## config.mk

```make
export PLATFORM = sky130hd
export DESIGN_NAME = shift_sequencer_flat
export DESIGN_NICKNAME = d
export VERILOG_FILES = /design/src/rtl/shift_sequencer_if.sv /design/src/rtl/shift_sequencer.sv /design/src/flat_wrapper.sv
export SDC_FILE = /design/constraint.sdc
export NUM_CORES = 1
export LEC_CHECK = 0
export ABC_AREA = 1
export BUFFER_PORTS_ARGS = -buffer_cell sky130_fd_sc_hd__buf_2
export CORE_AREA = 2 2 84 106
export CTS_BUF_LIST = sky130_fd_sc_hd__clkbuf_8
export DETAILED_ROUTE_END_ITERATION = 12
export DIE_AREA = 0 0 86 108
export PLACE_DENSITY = 0.78
export SYNTH_ARGS = -nofsm -noshare
export SYNTH_HDL_FRONTEND = slang
export SYNTH_SLANG_ARGS = --single-unit
export TNS_END_PERCENT = 50
```

## constraint.sdc

```tcl
create_clock -name clk -period 5.85 [get_ports clk]
set_clock_uncertainty 0.2 [all_clocks]
set_input_delay 1.17 -clock clk [delete_from_list [all_inputs] [get_ports clk]]
set_output_delay 1.17 -clock clk [all_outputs]
set_load 0.01 [all_outputs]
```

## src/rtl/shift_sequencer_if.sv

```systemverilog
// Command/result bundle between the ALU issue logic and the shift sequencer.
// The issue side is the master; the sequencer is the slave.
interface shift_sequencer_if;
    logic        start;
    logic [1:0]  op;
    logic [15:0] operand;
    logic [3:0]  amount;
    logic        busy;
    logic        done;
    logic [15:0] result;
    logic        carry;
    logic        zero;

    modport master (
        output start, op, operand, amount,
        input  busy, done, result, carry, zero
    );

    modport slave (
        input  start, op, operand, amount,
        output busy, done, result, carry, zero
    );
endinterface

```

## src/rtl/shift_sequencer.sv

```systemverilog
// Multi-pass 16-bit shift/rotate unit built around a single left-only barrel shifter.
// Right shifts reverse bits around the shifter; SAR and ROL merge a second pass into the accumulator.
//
// state  | meaning
// IDLE   | waiting for start (ignored while the done pulse is out)
// P1     | first shifter pass; SHL/SHR finish here, SAR/ROL fill the accumulator
// P2     | second pass merged with the accumulator (SAR fill, ROL wrap-around)
// DONE   | result registered; done pulse follows in the next cycle
module shift_sequencer (
    input  logic             clk,
    input  logic             rst,
    shift_sequencer_if.slave bus
);
    localparam logic [1:0] S_IDLE = 2'd0;
    localparam logic [1:0] S_P1   = 2'd1;
    localparam logic [1:0] S_P2   = 2'd2;
    localparam logic [1:0] S_DONE = 2'd3;

    localparam logic [1:0] OP_SHL = 2'd0;
    localparam logic [1:0] OP_SHR = 2'd1;
    localparam logic [1:0] OP_SAR = 2'd2;
    localparam logic [1:0] OP_ROL = 2'd3;

    logic [1:0]  state_q, state_d;
    logic [1:0]  op_q, op_d;
    logic [15:0] operand_q, operand_d;
    logic [3:0]  amount_q, amount_d;
    logic [15:0] acc_q, acc_d;
    logic [15:0] result_q, result_d;
    logic        carry_q, carry_d;
    logic        zero_q, zero_d;
    logic        done_q, done_d;

    logic [15:0] sh_in, sh_out;
    logic [3:0]  sh_amt;
    logic        right_op;
    logic [15:0] pass1, pass2, res_new;
    logic        carry_new, wr_result;

    function automatic logic [15:0] rev16(input logic [15:0] v);
        logic [15:0] r;
        for (int i = 0; i < 16; i++) r[i] = v[15-i];
        return r;
    endfunction

    assign right_op = (op_q == OP_SHR) || (op_q == OP_SAR);

    // The one shared shifter; its inputs are steered by the current pass.
    assign sh_out = sh_in << sh_amt;

    always_comb begin
        sh_in  = operand_q;
        sh_amt = amount_q;
        if (state_q == S_P2) begin
            if (op_q == OP_SAR) begin
                sh_in = 16'hFFFF;
            end else begin
                sh_in  = rev16(operand_q);
                sh_amt = 4'd0 - amount_q;
            end
        end else if (right_op) begin
            sh_in = rev16(operand_q);
        end
    end

    assign pass1 = right_op ? rev16(sh_out) : sh_out;
    assign pass2 = (op_q == OP_SAR) ? (acc_q | (operand_q[15] ? ~rev16(sh_out) : 16'h0000))
                                    : (acc_q | rev16(sh_out));

    always_comb begin
        carry_new = 1'b0;
        if (amount_q != 4'd0) begin
            case (op_q)
                OP_SHL:  carry_new = operand_q[4'd0 - amount_q];
                OP_ROL:  carry_new = res_new[0];
                default: carry_new = operand_q[amount_q - 4'd1];
            endcase
        end
    end

    always_comb begin
        state_d   = state_q;
        op_d      = op_q;
        operand_d = operand_q;
        amount_d  = amount_q;
        acc_d     = acc_q;
        res_new   = pass1;
        wr_result = 1'b0;
        done_d    = (state_q == S_DONE);
        case (state_q)
            S_IDLE: begin
                if (bus.start && !done_q) begin
                    op_d      = bus.op;
                    operand_d = bus.operand;
                    amount_d  = bus.amount;
                    state_d   = S_P1;
                end
            end
            S_P1: begin
                if (op_q == OP_SHL || op_q == OP_SHR) begin
                    wr_result = 1'b1;
                    state_d   = S_DONE;
                end else begin
                    acc_d   = pass1;
                    state_d = S_P2;
                end
            end
            S_P2: begin
                res_new   = pass2;
                wr_result = 1'b1;
                state_d   = S_DONE;
            end
            default: state_d = S_IDLE;
        endcase
        result_d = wr_result ? res_new : result_q;
        carry_d  = wr_result ? carry_new : carry_q;
        zero_d   = wr_result ? (res_new == 16'h0000) : zero_q;
    end

    always_ff @(posedge clk) begin
        if (rst) begin
            state_q   <= S_IDLE;
            op_q      <= 2'd0;
            operand_q <= 16'h0000;
            amount_q  <= 4'd0;
            acc_q     <= 16'h0000;
            result_q  <= 16'h0000;
            carry_q   <= 1'b0;
            zero_q    <= 1'b0;
            done_q    <= 1'b0;
        end else begin
            state_q   <= state_d;
            op_q      <= op_d;
            operand_q <= operand_d;
            amount_q  <= amount_d;
            acc_q     <= acc_d;
            result_q  <= result_d;
            carry_q   <= carry_d;
            zero_q    <= zero_d;
            done_q    <= done_d;
        end
    end

    // Busy stays up through the done cycle so a new start can only land afterwards.
    assign bus.busy   = (state_q != S_IDLE) || done_q;
    assign bus.done   = done_q;
    assign bus.result = result_q;
    assign bus.carry  = carry_q;
    assign bus.zero   = zero_q;
endmodule
```

## src/flat_wrapper.sv

```systemverilog
// flat-port wrapper written by rule: the top's interface ports become plain ports
module shift_sequencer_flat 
  (clk, rst, bus_start, bus_op, bus_operand, bus_amount, bus_busy, bus_done, bus_result, bus_carry, bus_zero);
  shift_sequencer_if bus_i ();
  input  logic clk;
  input  logic rst;
  input wire logic [$bits(bus_i.start)-1:0] bus_start;
  input wire logic [$bits(bus_i.op)-1:0] bus_op;
  input wire logic [$bits(bus_i.operand)-1:0] bus_operand;
  input wire logic [$bits(bus_i.amount)-1:0] bus_amount;
  output wire logic [$bits(bus_i.busy)-1:0] bus_busy;
  output wire logic [$bits(bus_i.done)-1:0] bus_done;
  output wire logic [$bits(bus_i.result)-1:0] bus_result;
  output wire logic [$bits(bus_i.carry)-1:0] bus_carry;
  output wire logic [$bits(bus_i.zero)-1:0] bus_zero;
  assign bus_i.start = bus_start;
  assign bus_i.op = bus_op;
  assign bus_i.operand = bus_operand;
  assign bus_i.amount = bus_amount;
  assign bus_busy = bus_i.busy;
  assign bus_done = bus_i.done;
  assign bus_result = bus_i.result;
  assign bus_carry = bus_i.carry;
  assign bus_zero = bus_i.zero;
  shift_sequencer u_core (.clk(clk), .rst(rst), .bus(bus_i));
endmodule
```

==> qor.yml <==
status: "complete, no violations"
worstHoldPathCells: 2
grt_max_degree: 51
criticalPathCategory: "flip-flop to flip-flop"
setup_viol: 0
die_w_um: 86
syn_nets: 783
multi_input_area_um2: 2804
cpPeakStageDelay_ps: 520
synthCells: 748
finalHoldViolations: 0
end_kind: "flip-flop"
power_density_nw_per_um2: 719.7
final_max_slew_viol_count: 0
cp.arrival_ps: 4010
ant_nets: 0
first_global_vias: 4574
place_hpwl_mm: 9.131
grt-ovfl-total: 0
rsz0062_at_grt: "false"
yosysTopAreaCellShare: 0.2639
rows: 37
chipHeight_um: 108
cts.path.max_buffers: 2
stdcell_area_um2: 4857
critPathSlowestCell: "xnor2_1"
reg2reg_from: "u_core.amount_q[0]"
coreArea_um2: 8194
post_drt_wl_per_cell_um: 14.44
min_to: "u_core.bus.carry"
startpoint_type: "flip-flop"
worst_slew_margin_rel: 0.4742
clk_pin_slew_ps: 70
synth_area_leaders: "dfxtp_1 (26%), nand3_1 (18%), nand2_1 (16%)"
crit_top_cell: "nand2_1"
seq_area_um2: 1181
ys_seq_elements: 59
p_int_uw: 1527
place_area_um2: 4633
syn_avg_cell_area_um2: 5.983
r2r_setup_slack_ps: 1930
cts_tree: "built"
start_util: 0.5462
fmax_ghz: 0.2548
finalPower_uw: 3495
combPwrFrac: 0.698
totalWireLength_mm: 12.46
cts.sinks: 59
power_frac_clock: 0.124
finalCriticalPeriod_ps: 3925
drtPass1Iterations: 6
synthDistinctLibCells: 27
pre_cts_slack_ps: 1979
required_ps: 5930
max_cap_violations: 0
htree_levels: 3
die-area_um2: 9288
grt_usage: 0.2775
cts.hold.buffers_added: 0
fillers: 794
antenna_found_initial: 0
fin_tns_setup_ps: 0
path_cells: "buf_4, inv_2, ha_1, xnor2_1, o21ai_2, buf_4, inv_1, nand2_1, nand2_2, nand2_1, nand2_1, inv_2, nand2_1, nand3_1, nand2_1, nand2_1, nor2_1, nand3_1, a21oi_1"
cts_made_buffers: 9
drive_gt1_frac: 0.1214
rr_endpoint: "u_core.bus.zero"
synth_area_um2: 4476
remaining_drc_errors: 0
p_leak_uw: 0.002401
power_switching_uw: 1969
io_buffers: 44
layout_setup_ws_ps: 1925
io_pins: 45
cts_resized: 0
seq_power_share: 0.178
viasPerCell: 5.798
drtIter0Drc: 370
tightest_slew_ps: 787.6
r2r_cells: 19
cp_max_fo: 42
root_buffer: "clkbuf_8"
p_sw_frac: 0.5633
layout_common_cells: "nand2_1 (188), nand3_1 (164), o21ai_0 (66)"
hp-start: "u_core.bus.carry"
vias: 5004
diodes: 0
irDropWorstVdd_mv: 0.3716
post_cts_buffers: 0
clock_latency_ps: 350
ys_warn_count: 0
hold_class: "flip-flop to flip-flop"
ys_seq_area_frac: 0.2639
syn2layout_area_growth_pct: 8.527
period_share: 0.6709
synth_largest_area_cell: "dfxtp_1"
grt_pass1_wl_mm: 21.07
fin_nets: 796
layout_commonest_cell: "nand2_1"
gp_congestion: 0.9657
[final cells by class]
type / count / area share
timing repair buffer: 50 / 0.05461
multi-input combinational: 572 / 0.5773
inverter: 69 / 0.05384
clock buffer: 9 / 0.02550
clock inverter: 7 / 0.02061
sequential: 59 / 0.2432
tap: 97 / 0.02499
[per-layer routing]
layer | track usage | part of all wire | routed length, µm
met1 | 0.3508 | 0.43 | 5337
met3 | 0.04275 | 0.052 | 651
met4 | 0.1463 | 0.045 | 561
met5 | 0 | 0 | 0
met2 | 0.4529 | 0.47 | 5909
[synthesized netlist by cell type (all sizes together)]
| cell | count |
|---|---|
| o211ai | 19 |
| a21oi | 58 |
| nor2 | 36 |
| nand4 | 3 |
| xnor2 | 1 |
| clkbuf | 23 |
| o21ai | 69 |
| nand2 | 197 |
| buf | 25 |
| ha | 10 |
| and2 | 1 |
| inv | 69 |
| a211oi | 2 |
| nand3 | 173 |
| dfxtp | 59 |
| a31oi | 3 |
[state kept, by name, summed over array words and instances (netlist names)]
signal,cells
u_core.acc_q,16
u_core.amount_q,4
u_core.bus.carry,1
u_core.bus.done,1
u_core.bus.result,16
u_core.bus.zero,1
u_core.op_q,2
u_core.operand_q,16
u_core.state_q,2
[cells by family after synthesis]
kind of cell	synth area share
adders and majority gates	0.02796
DFF	0.2639
xor gates and xnor gates	0.001957
buffers and inverters	0.1096
AOI/OAI and AO/OA	0.1823
and+or+nand+nor	0.4143
[how the worst max path moves through the flow]
stage	startpoint	to	cells past startpoint
after floorplan	u_core.amount_q[0]	u_core.bus.zero	19
after global placement	u_core.amount_q[0]	u_core.bus.zero	19
after detailed placement	u_core.amount_q[0]	u_core.bus.zero	19
after CTS	u_core.amount_q[0]	u_core.bus.zero	19
after global routing	u_core.amount_q[0]	u_core.bus.zero	19
final	u_core.amount_q[0]	u_core.bus.zero	19
[per-stage QoR]
| stage | instances | util | hold slack (ps) |
|---|---|---|---|
| global route | 863 | 0.5928 | 298.4 |
| CTS | 863 | 0.5928 | 272.1 |
| floorplan | 748 | - | 237.3 |
| detailed placement | 847 | 0.5654 | 257.5 |
| finish | 863 | 0.5928 | 268.0 |
| global placement | 847 | 0.5654 | 253.8 |
[power by group through the flow]
stage,sequential (µW),clock (µW),combinational (µW)
finish,622,433,2440
global route,639,458,2740
CTS,621,438,2400
detailed placement,630,0,2380
global placement,623,0,2350
floorplan,636,0,1860
[critical path, delay by kind of cell (launching register included)]
| family | cells | cell delay [ps] |
|---|---|---|
| xor gates and xnor gates | 1 | 520 |
| DFF | 1 | 310 |
| AOI/OAI and AO/OA | 2 | 210 |
| and+or+nand+nor | 10 | 1050 |
| buffers and inverters | 5 | 1220 |
| adders and majority gates | 1 | 330 |
Note: power is estimated with default switching activity, not from simulation.
